File: config.mk
export PLATFORM = sky130hd
export DESIGN_NAME = fp_div_pipe
export DESIGN_NICKNAME = d
export VERILOG_FILES = /design/src/rtl/fp_div_pipe.sv
export SDC_FILE = /design/constraint.sdc
export NUM_CORES = 2
export LEC_CHECK = 0
export ABC_AREA = 1
export CAP_MARGIN = 20
export CORE_UTILIZATION = 58
export DETAILED_ROUTE_END_ITERATION = 6
export DONT_BUFFER_PORTS = 1
export PLACE_DENSITY_LB_ADDON = 0.08
export SYNTH_ARGS = -nofsm -noshare
export SYNTH_HDL_FRONTEND = slang
export SYNTH_SLANG_ARGS = --single-unit
File: constraint.sdc
create_clock -name clk -period 7.1 [get_ports clk]
set_input_delay 1.065 -clock clk [delete_from_list [all_inputs] [get_ports clk]]
set_output_delay 1.065 -clock clk [all_outputs]
set_load 0.03 [all_outputs]
File: src/rtl/fp_div_pipe.sv
// Fully pipelined IEEE 754 binary floating-point divider (result = a / b).
// One operation accepted per cycle, fixed latency of MANT_W+5 cycles, no backpressure.
// Pipeline: unpack register, MANT_W+3 restoring-division stages, then a registered
// normalise / round / pack stage. Special operands bypass the divider and travel with the op.
module fp_div_pipe #(
    parameter int EXP_W  = 8,
    parameter int MANT_W = 23,
    parameter int TAG_W  = 4
) (
    input  logic                  clk,
    input  logic                  rst_n,
    input  logic                  in_valid,
    input  logic [EXP_W+MANT_W:0] a,
    input  logic [EXP_W+MANT_W:0] b,
    input  logic [1:0]            rm,
    input  logic [TAG_W-1:0]      in_tag,
    output logic                  out_valid,
    output logic [EXP_W+MANT_W:0] result,
    output logic [4:0]            flags,
    output logic [TAG_W-1:0]      out_tag
);

    localparam int W    = 1 + EXP_W + MANT_W;
    localparam int Q_W  = MANT_W + 3;
    localparam int EW   = EXP_W + 2;
    localparam int RW   = MANT_W + 2;
    localparam int LZ_W = $clog2(MANT_W + 2);

    localparam logic [1:0] RM_RNE = 2'b00;
    localparam logic [1:0] RM_RTZ = 2'b01;
    localparam logic [1:0] RM_RDN = 2'b10;
    localparam logic [1:0] RM_RUP = 2'b11;

    typedef logic signed [EW-1:0] sexp_t;

    localparam sexp_t       BIAS   = sexp_t'((1 << (EXP_W - 1)) - 1);
    localparam sexp_t       MAX_E  = sexp_t'((1 << EXP_W) - 1);
    localparam sexp_t       ONE_E  = sexp_t'(1);
    localparam logic [EW-1:0] SH_LIM = EW'(RW);

    // Everything an operation carries from one pipeline stage to the next.
    typedef struct packed {
        logic                  valid;
        logic                  sign;
        sexp_t                 expo;
        logic [MANT_W:0]       divisor;
        logic [RW-1:0]         rem;
        logic [Q_W-1:0]        quo;
        logic                  special;
        logic [W-1:0]          specRes;
        logic [4:0]            specFlags;
        logic [1:0]            rm;
        logic [TAG_W-1:0]      tag;
    } stage_t;

    // Leading-zero count over the (hidden bit + fraction) field.
    function automatic logic [LZ_W-1:0] leadZeros(input logic [MANT_W:0] m);
        logic [LZ_W-1:0] cnt;
        logic            found;
        cnt   = '0;
        found = 1'b0;
        for (int i = MANT_W; i >= 0; i--) begin
            if (!found) begin
                if (m[i]) found = 1'b1;
                else      cnt   = cnt + LZ_W'(1);
            end
        end
        return cnt;
    endfunction

    // ------------------------------------------------------------------
    // Unpack and classify
    // ------------------------------------------------------------------
    logic              w_signA, w_signB;
    logic [EXP_W-1:0]  w_expA, w_expB;
    logic [MANT_W-1:0] w_fracA, w_fracB;
    logic              w_expAOnes, w_expBOnes, w_expAZero, w_expBZero;
    logic              w_fracAZero, w_fracBZero;
    logic              w_nanA, w_nanB, w_snanA, w_snanB;
    logic              w_infA, w_infB, w_zeroA, w_zeroB, w_subA, w_subB;
    logic [MANT_W:0]   w_rawA, w_rawB, w_mantA, w_mantB;
    logic [LZ_W-1:0]   w_lzA, w_lzB;
    sexp_t             w_effA, w_effB, w_expDiff;
    logic              w_sign;
    logic [W-1:0]      w_qnan;

    assign w_signA     = a[W-1];
    assign w_signB     = b[W-1];
    assign w_expA      = a[W-2:MANT_W];
    assign w_expB      = b[W-2:MANT_W];
    assign w_fracA     = a[MANT_W-1:0];
    assign w_fracB     = b[MANT_W-1:0];
    assign w_expAOnes  = &w_expA;
    assign w_expBOnes  = &w_expB;
    assign w_expAZero  = ~|w_expA;
    assign w_expBZero  = ~|w_expB;
    assign w_fracAZero = ~|w_fracA;
    assign w_fracBZero = ~|w_fracB;
    assign w_nanA      = w_expAOnes & ~w_fracAZero;
    assign w_nanB      = w_expBOnes & ~w_fracBZero;
    assign w_snanA     = w_nanA & ~w_fracA[MANT_W-1];
    assign w_snanB     = w_nanB & ~w_fracB[MANT_W-1];
    assign w_infA      = w_expAOnes & w_fracAZero;
    assign w_infB      = w_expBOnes & w_fracBZero;
    assign w_zeroA     = w_expAZero & w_fracAZero;
    assign w_zeroB     = w_expBZero & w_fracBZero;
    assign w_subA      = w_expAZero & ~w_fracAZero;
    assign w_subB      = w_expBZero & ~w_fracBZero;

    // Subnormals are shifted so the hidden bit is set; their exponent becomes 1 - lz.
    assign w_rawA    = {~w_expAZero, w_fracA};
    assign w_rawB    = {~w_expBZero, w_fracB};
    assign w_lzA     = leadZeros(w_rawA);
    assign w_lzB     = leadZeros(w_rawB);
    assign w_mantA   = w_subA ? (w_rawA << w_lzA) : w_rawA;
    assign w_mantB   = w_subB ? (w_rawB << w_lzB) : w_rawB;
    assign w_effA    = w_subA ? (ONE_E - sexp_t'(w_lzA)) : sexp_t'({2'b00, w_expA});
    assign w_effB    = w_subB ? (ONE_E - sexp_t'(w_lzB)) : sexp_t'({2'b00, w_expB});
    assign w_expDiff = w_effA - w_effB + BIAS;
    assign w_sign    = w_signA ^ w_signB;
    assign w_qnan    = {1'b0, {EXP_W{1'b1}}, 1'b1, {(MANT_W-1){1'b0}}};

    stage_t w_s1;
    stage_t r_s1;

    // Build the first pipeline word and resolve the special-operand cases by priority.
    always_comb begin
        w_s1           = '0;
        w_s1.valid     = in_valid;
        w_s1.sign      = w_sign;
        w_s1.expo      = w_expDiff;
        w_s1.divisor   = w_mantB;
        w_s1.rem       = {1'b0, w_mantA};
        w_s1.rm        = rm;
        w_s1.tag       = in_tag;
        if (w_nanA | w_nanB | (w_zeroA & w_zeroB) | (w_infA & w_infB)) begin
            w_s1.special   = 1'b1;
            w_s1.specRes   = w_qnan;
            w_s1.specFlags = {((w_zeroA & w_zeroB) | (w_infA & w_infB) | w_snanA | w_snanB), 4'b0000};
        end else if (w_infA | w_zeroB) begin
            w_s1.special   = 1'b1;
            w_s1.specRes   = {w_sign, {EXP_W{1'b1}}, {MANT_W{1'b0}}};
            w_s1.specFlags = {1'b0, (w_zeroB & ~w_infA), 3'b000};
        end else if (w_zeroA | w_infB) begin
            w_s1.special   = 1'b1;
            w_s1.specRes   = {w_sign, {(W-1){1'b0}}};
            w_s1.specFlags = 5'b00000;
        end
    end

    // ------------------------------------------------------------------
    // Restoring division, one quotient bit per stage
    // ------------------------------------------------------------------
    stage_t        r_div     [Q_W];
    stage_t        w_divIn   [Q_W];
    stage_t        w_divNext [Q_W];
    logic          w_ge      [Q_W];
    logic [RW-1:0] w_remOut  [Q_W];

    // Each stage compares the partial remainder with the divisor, subtracts when it fits,
    // shifts the remainder left for the next stage and appends the quotient bit.
    always_comb begin
        for (int k = 0; k < Q_W; k++) begin
            if (k == 0) w_divIn[k] = r_s1;
            else        w_divIn[k] = r_div[k-1];
            w_ge[k]          = (w_divIn[k].rem >= {1'b0, w_divIn[k].divisor});
            w_remOut[k]      = w_ge[k] ? (w_divIn[k].rem - {1'b0, w_divIn[k].divisor})
                                       : w_divIn[k].rem;
            w_divNext[k]     = w_divIn[k];
            w_divNext[k].rem = {w_remOut[k][RW-2:0], 1'b0};
            w_divNext[k].quo = {w_divIn[k].quo[Q_W-2:0], w_ge[k]};
        end
    end

    // Unpack register and divider stage registers; reset drops every in-flight op.
    always_ff @(posedge clk or negedge rst_n) begin
        if (!rst_n) begin
            r_s1 <= '0;
            for (int k = 0; k < Q_W; k++) r_div[k] <= '0;
        end else begin
            r_s1 <= w_s1;
            for (int k = 0; k < Q_W; k++) r_div[k] <= w_divNext[k];
        end
    end

    // ------------------------------------------------------------------
    // Normalise, denormalise, round, pack
    // ------------------------------------------------------------------
    stage_t          w_last;
    logic [MANT_W:0] w_mant, w_mantF;
    logic            w_rnd, w_stk, w_rndF, w_stkF;
    sexp_t           w_e, w_eFin;
    logic            w_tiny, w_nx, w_inc, w_ovf, w_toInf;
    logic [EW-1:0]   w_sh;
    logic [RW-1:0]   w_ext, w_extSh, w_lostMask;
    logic [MANT_W+1:0] w_mantR;
    logic [W-1:0]    w_res;
    logic [4:0]      w_flg;

    assign w_last = r_div[Q_W-1];

    // Bring the quotient's leading one to the hidden-bit position and derive round/sticky.
    always_comb begin
        if (w_last.quo[Q_W-1]) begin
            w_mant = w_last.quo[Q_W-1:2];
            w_rnd  = w_last.quo[1];
            w_stk  = w_last.quo[0] | (|w_last.rem);
            w_e    = w_last.expo;
        end else begin
            w_mant = w_last.quo[Q_W-2:1];
            w_rnd  = w_last.quo[0];
            w_stk  = |w_last.rem;
            w_e    = w_last.expo - ONE_E;
        end
    end

    // Results below the normal range are shifted right into subnormal position;
    // everything shifted past the round bit collapses into sticky.
    always_comb begin
        w_tiny     = w_e[EW-1] | (w_e == '0);
        w_sh       = ONE_E - w_e;
        w_ext      = {w_mant, w_rnd};
        w_extSh    = '0;
        w_lostMask = '0;
        w_mantF    = w_mant;
        w_rndF     = w_rnd;
        w_stkF     = w_stk;
        if (w_tiny) begin
            if (w_sh >= SH_LIM) begin
                w_mantF = '0;
                w_rndF  = 1'b0;
                w_stkF  = w_stk | (|w_ext);
            end else begin
                w_extSh    = w_ext >> w_sh;
                w_lostMask = ~({RW{1'b1}} << w_sh);
                w_mantF    = w_extSh[RW-1:1];
                w_rndF     = w_extSh[0];
                w_stkF     = w_stk | (|(w_ext & w_lostMask));
            end
        end
    end

    // Apply the op's own rounding mode and fix up the exponent after a mantissa carry.
    always_comb begin
        w_nx = w_rndF | w_stkF;
        case (w_last.rm)
            RM_RNE:  w_inc = w_rndF & (w_stkF | w_mantF[0]);
            RM_RTZ:  w_inc = 1'b0;
            RM_RDN:  w_inc = w_last.sign & w_nx;
            RM_RUP:  w_inc = ~w_last.sign & w_nx;
            default: w_inc = 1'b0;
        endcase
        w_mantR = {1'b0, w_mantF} + {{(MANT_W+1){1'b0}}, w_inc};
        if (w_tiny) w_eFin = w_mantR[MANT_W] ? ONE_E : '0;
        else        w_eFin = w_e + {{(EW-1){1'b0}}, w_mantR[MANT_W+1]};
        w_ovf   = ~w_tiny & (w_eFin >= MAX_E);
        w_toInf = (w_last.rm == RM_RNE) |
                  ((w_last.rm == RM_RDN) & w_last.sign) |
                  ((w_last.rm == RM_RUP) & ~w_last.sign);
    end

    // Select between bypassed special result, overflow result and the rounded quotient.
    always_comb begin
        if (w_last.special) begin
            w_res = w_last.specRes;
            w_flg = w_last.specFlags;
        end else if (w_ovf) begin
            if (w_toInf) w_res = {w_last.sign, {EXP_W{1'b1}}, {MANT_W{1'b0}}};
            else         w_res = {w_last.sign, {(EXP_W-1){1'b1}}, 1'b0, {MANT_W{1'b1}}};
            w_flg = 5'b00101;
        end else begin
            w_res = {w_last.sign, w_eFin[EXP_W-1:0],
                     (w_mantR[MANT_W+1] ? {MANT_W{1'b0}} : w_mantR[MANT_W-1:0])};
            w_flg = {3'b000, (w_tiny & w_nx), w_nx};
        end
    end

    logic             r_outValid;
    logic [W-1:0]     r_result;
    logic [4:0]       r_flags;
    logic [TAG_W-1:0] r_outTag;

    // Output register: data only updates with a valid op and holds through bubbles.
    always_ff @(posedge clk or negedge rst_n) begin
        if (!rst_n) begin
            r_outValid <= 1'b0;
            r_result   <= '0;
            r_flags    <= '0;
            r_outTag   <= '0;
        end else begin
            r_outValid <= w_last.valid;
            if (w_last.valid) begin
                r_result <= w_res;
                r_flags  <= w_flg;
                r_outTag <= w_last.tag;
            end
        end
    end

    assign out_valid = r_outValid;
    assign result    = r_result;
    assign flags     = r_flags;
    assign out_tag   = r_outTag;

endmodule

======== Word level (Yosys, flattened, before mapping) ========
Index checks and enable logic that the tools add are counted.
storage, ports and cells
  input port bits ......................... 73
  flip-flop bits (word level) ............. 3,177
  logic and storage cells ................. 709
operators by class
  reduce and logical (&&, ||, !) cells .... 15
  bitwise logic cells ..................... 44
  add/subtract/negate cells ............... 80
  equality and inequality tests ........... 3
  shift-type cells ........................ 4
  $lt $le $gt $ge ......................... 28
  muxes and demuxes ....................... 236
operators with widths
  kind                      number
  $mux W24                  32
  $ge A25 B24 Y1            25
  $sub A24 B24 Y24          26
  $mux W5                   93
  $add A5 B1 Y5 const B     45
  $mux W38                  3
  $mux W1                   99
  $reduce_or A25 Y1         2
  $shl A24 B5 Y24           2
  $reduce_or A23 Y1         2
  $mux W10                  4
  $mux W32                  1
  $mux W31                  1
  $add A24 B1 Y25           1
  $and A25 B25 Y25          1
  $not A25 Y25              1
  $shl A25 B10 Y25 const A  1
  $shr A25 B10 Y25          1
  $ge A24 B24 Y1            1
  $reduce_or A24 Y1         1
  $mux W23                  1
  $and A1 B1 Y1             20
  $or A1 B1 Y1              16
  $reduce_and A8 Y1         2
  19 further kinds          29

======== Depth between registers and ports, before layout ========
  depth after elaboration ................. 75
  depth in mapped cells ................... 100
  depth with buffers taken out ............ 100

======== Worst setup path before layout ========
OpenSTA, ideal clock, no wires.
  path kind ............................... input to register
  start ................................... input b[27]
  end ..................................... register r_s1[128] (netlist name)
  slack ................................... -5.707 ns
  data arrival time ....................... 12.728 ns
  setup time .............................. 0.079 ns
  stages on the path ...................... 93
  cell sequence ........................... nor2_1 > nand3_1 > nor2_4 > inv_1 > nor2_1 > ha_1 > nor2_1 > nor2_1 > nand2_1 > nand2_1 > o21ai_0 > inv_1 > ha_1 > o21ai_0 > xor2_1 > nand2_1 > o21ai_0 > ha_1 > (+57 left out) > ha_1 > or2_2 > nand2_2 > buf_2 > ha_1 > a21oi_1 > ha_1 > fa_1 > nand3_1 > nand2_1 > a21oi_1 > nor2_1 > nor2_1 > nor2_1 > nor2_1 > nor2_1 > nor2_1 > xor2_1
on the way
  word-level cells in the longest chain between the ends .. 75
  elaborated cells between the ends (all ways) .. 100
RTL lines
  element                 RTL line  source
  start: declaration      14        input logic [EXP_W+MANT_W:0] b,
  $reduce_or A8 Y1        96        assign w_expBZero = ~|w_expB;
  $mux W1                 64        if (m[i]) found = 1'b1;
  $add A5 B1 Y5           65        else cnt = cnt + LZ_W'(1);
  $mux W5                 64
  $mux W5                 63        if (!found) begin
  $add A5 B1 Y5           65
  $mux W5                 64
  $mux W5                 63
  (+60 left out)          -
  $add A5 B1 Y5           65
  $mux W5                 64
  $mux W5                 63
  $sub A1 B5 Y6           118       assign w_effB = w_subB ? (ONE_E - sexp_t'(w_lzB)) : sexp_t'({2'b00, w_expB});
  $mux W10 (*)            118
  $sub A10 B10 Y10 (*)    119       assign w_expDiff = w_effA - w_effB + BIAS;
  $add A10 B8 Y10 (*)     119
  via w_expDiff[9]        83        sexp_t w_effA, w_effB, w_expDiff;
  end signal: assignment  181       r_s1 <= w_s1;
  end: declaration        124       stage_t r_s1;
Mark *: on every way through the listed nets, which the timed path passes. The rest lies on a longest branch.
A chain may end at the register's enable or synchronous reset.

======== Worst setup path after layout ========
  start ................................... input b[27]
  end ..................................... register r_s1[127] (netlist name)
Same word-level chain as after synthesis.

==> flow_metrics.tcl <==
set metrics [dict create \
    yosysWarnings 0 \
    overflow 0 \
    fp.coreArea_um2 176700 \
    drt_pass1_iterations 7 \
    cp_slowest_cell "ha_1" \
    die_height_um 424.4 \
    clock_sinks 2313 \
    hpwl_um 189100 \
    wire_per_inst_um 19.64 \
    cts_inserted_buffers 222 \
    vdd_drop_max_mv 0.2849 \
    worst_pin_slew_ns 1.432 \
    yosys.area_share.adder 0.08902 \
    yosysTopAreaCellShare 0.5594 \
    finalHoldViolations 0 \
    cts_tree "yes" \
    htree_levels 4 \
    gp_congestion 0.9139 \
    ys_types 64 \
    synth_edf_count 0 \
    clockBufferDepth 3 \
    io-pin-count 115 \
    path_clk_slew_ns 0.06 \
    crit_fanout 4 \
    layout_setup_ws_ns -4.289 \
    fin_tns_setup_ns -227.88 \
    start_kind "input port" \
    cellLeakagePower_uw 0.06054 \
    power.density_nw_per_um2 412.4 \
    synth_area_per_cell_um2 9.818 \
    clk_latency_ns 0.92 \
    synth_compound_area_frac 0.09906 \
    setup_violations 90 \
    placed_area_um2 111800 \
    status "finished, violations left" \
    rsz0062_at_grt "true" \
    synth_top_family_by_area "simple AND/OR/NAND/NOR gates" \
    path_class "input port to register" \
    drtAntennaViolNets 0 \
    finish.utilization 0.6936 \
    grt_pass1_wl_um 430200 \
    dieArea_um2 180100 \
    num-fill-cells 12720 \
    synth_cells 10540 \
    grt_pass1_vias 78880 \
    nNetsFinal 12200 \
    synthMuxAreaShare 0.0003870 \
    synthesis.nets 11330 \
    layout-drive-gt1-share 0.1499 \
    syn_area_um2 103500 \
    die_w_um 424.4 \
    synth-async-reset-ratio 1.000 \
    cp.arrival_ns 12.20 \
    fmax_mhz 87.81 \
    drt_iter0_drc 5498 \
    ys_ff_latch 2313 \
    drv_cap 0 \
    area_delta_synth_final_pct 18.44 \
    synth_top_cell_by_area "dfrtp_1" \
    fp-row-count 154 \
    wirelength_um 273700 \
    grt_use_total 0.3055 \
    synth_flop_cell "dfrtp_1" \
    synth_xor_area_frac 0.05240 \
    crit_path_end_kind "register" \
    fin_area_um2 122600 \
    avgViaCountPerCell 5.512 \
    min_path_type "input port to asynchronous set/reset pin" \
    skew_ns 0.1076 \
    fin_crit_sh 1.604 \
    required_ns 7.91 \
    violations "DRC, setup timing" \
    drc 14 \
    ys_top_cells_by_area "dfrtp_1 (56%), ha_1 (8.4%), nand2_1 (6.4%), inv_1 (4.9%), a21oi_1 (4.5%)" \
    synthSimpleGateAreaFrac 0.1417 \
    finalMaxSlewViolations 0 \
    vias 76810 \
    cts-root-buf "clkbuf_16" \
    antenna_found_initial 13 \
    layout_min_cycle_time_ns 11.39 \
    timing.slew.headroom 0.04543 \
    port_buffers 0 \
    synth_seq_area_share 0.5594 \
    start_util 0.5856 \
    cpPeakStageDelay_ns 0.32 \
    grt_max_degree 257 \
]
-- per-stage QoR --
stage	hold slack [ns]	setup WS, ns	cells	power [µW]
final	0.1421	-4.289	13940	50540
after CTS	0.1516	-4.363	13890	50440
after detailed placement	0.3347	-5.828	13410	37080
after global routing	0.1552	-5.205	13930	53650
after floorplan	0.3312	-4.803	10540	31600
after global placement	0.3310	-5.840	13410	36300
-- worst paths after layout --
kind | startpoint | endpoint | slack [ns] | cells past startpoint
worst max register to register | r_div[120] | result[9] | -1.15 | 60
worst max-delay path | b[27] | r_s1[127] | -4.29 | 96
worst min register to register | r_s1[124] | r_div[3399] | 0.29 | 0
max in group asynchronous | rst_n | r_div[2436] | 1.14 | 8
min in group clk | in_valid | r_s1[130] | 0.20 | 0
worst min-delay path | rst_n | r_div[261] | 0.14 | 1
-- what timing repair did --
action                     4_1_cts  5_1_grt
setup endpoints to repair       90       90
resized for setup              177      296
hold buffers                     1        0
cloned                           4        1
hold endpoints to repair         1        0
buffers inserted                63       49
pin swaps                       94      131
-- layout make-up --
class,instances,area [µm²],share of cell area
well taps,2340,2928,0.02389
inverters,1377,5224,0.04263
flip-flops and latches,2313,57880,0.4723
repair buffers,839,6979,0.05695
clock inverters,84,1465,0.01196
diodes,5,12.51,0.0001021
multi-input cells,6653,41550,0.3390
clock buffers,325,6514,0.05315
-- logic make-up after synthesis --
logic type	after synthesis
compound gates	1873
xor+xnor	619
fa+ha+maj	720
buf+inv	1573
flops	2313
mux	4
simple gates	3437
-- state kept, by name, indices dropped and copies added (netlist names) --
signal	count
out_tag	4
r_div	2199
r_s1	72
out_valid	1
result	32
flags	5
-- synth_stat cells (all sizes together), types with 35 or more instances --
cell type  count
buf           35
a31oi         37
inv         1367
nor4          42
a211oi        42
dfrtp       2313
nand4        119
nor2         855
xnor2        368
o21ai        636
nand2       1800
nor3          61
clkbuf       161
a21oi        931
ha           693
xor2         251
o21bai        42
nand3        505
-- per-layer routing --
layer | GRT usage | vias to the layer above | routed length [µm]
met5 | 0 | - | 49
met4 | 0.1242 | 8 | 12290
met3 | 0.05236 | 781 | 14280
met2 | 0.5222 | 2274 | 135700
met1 | 0.3861 | 37590 | 111400
li1 | - | 36160 | -
-- report_power, final --
| part | total [µW] | internal (µW) | switching, µW |
|---|---|---|---|
| Combinational | 19000 | 7440 | 11600 |
| Clock | 12700 | 7380 | 5280 |
| Sequential | 18800 | 16700 | 2190 |
| Total | 50500 | 31500 | 19100 |
-- worst max-delay path: cells and delay by family --
family | cells | cell delay, ns
simple gates | 38 | 3.21
xor+xnor | 2 | 0.30
compound gates | 22 | 2.78
fa+ha+maj | 14 | 3.28
buf+inv | 20 | 1.56
-- cell usage in the layout, fill, tap and decap left out, drive strengths merged, types with 61 or more instances in the layout --
master	n
dfrtp	2313
nand2	1800
inv	1368
a21oi	931
nor2	855
buf	837
ha	693
o21ai	636
nand3	505
xnor2	368
clkbuf	326
xor2	251
nand4	119
nor3	61
(Power assumes the default switching activity.)
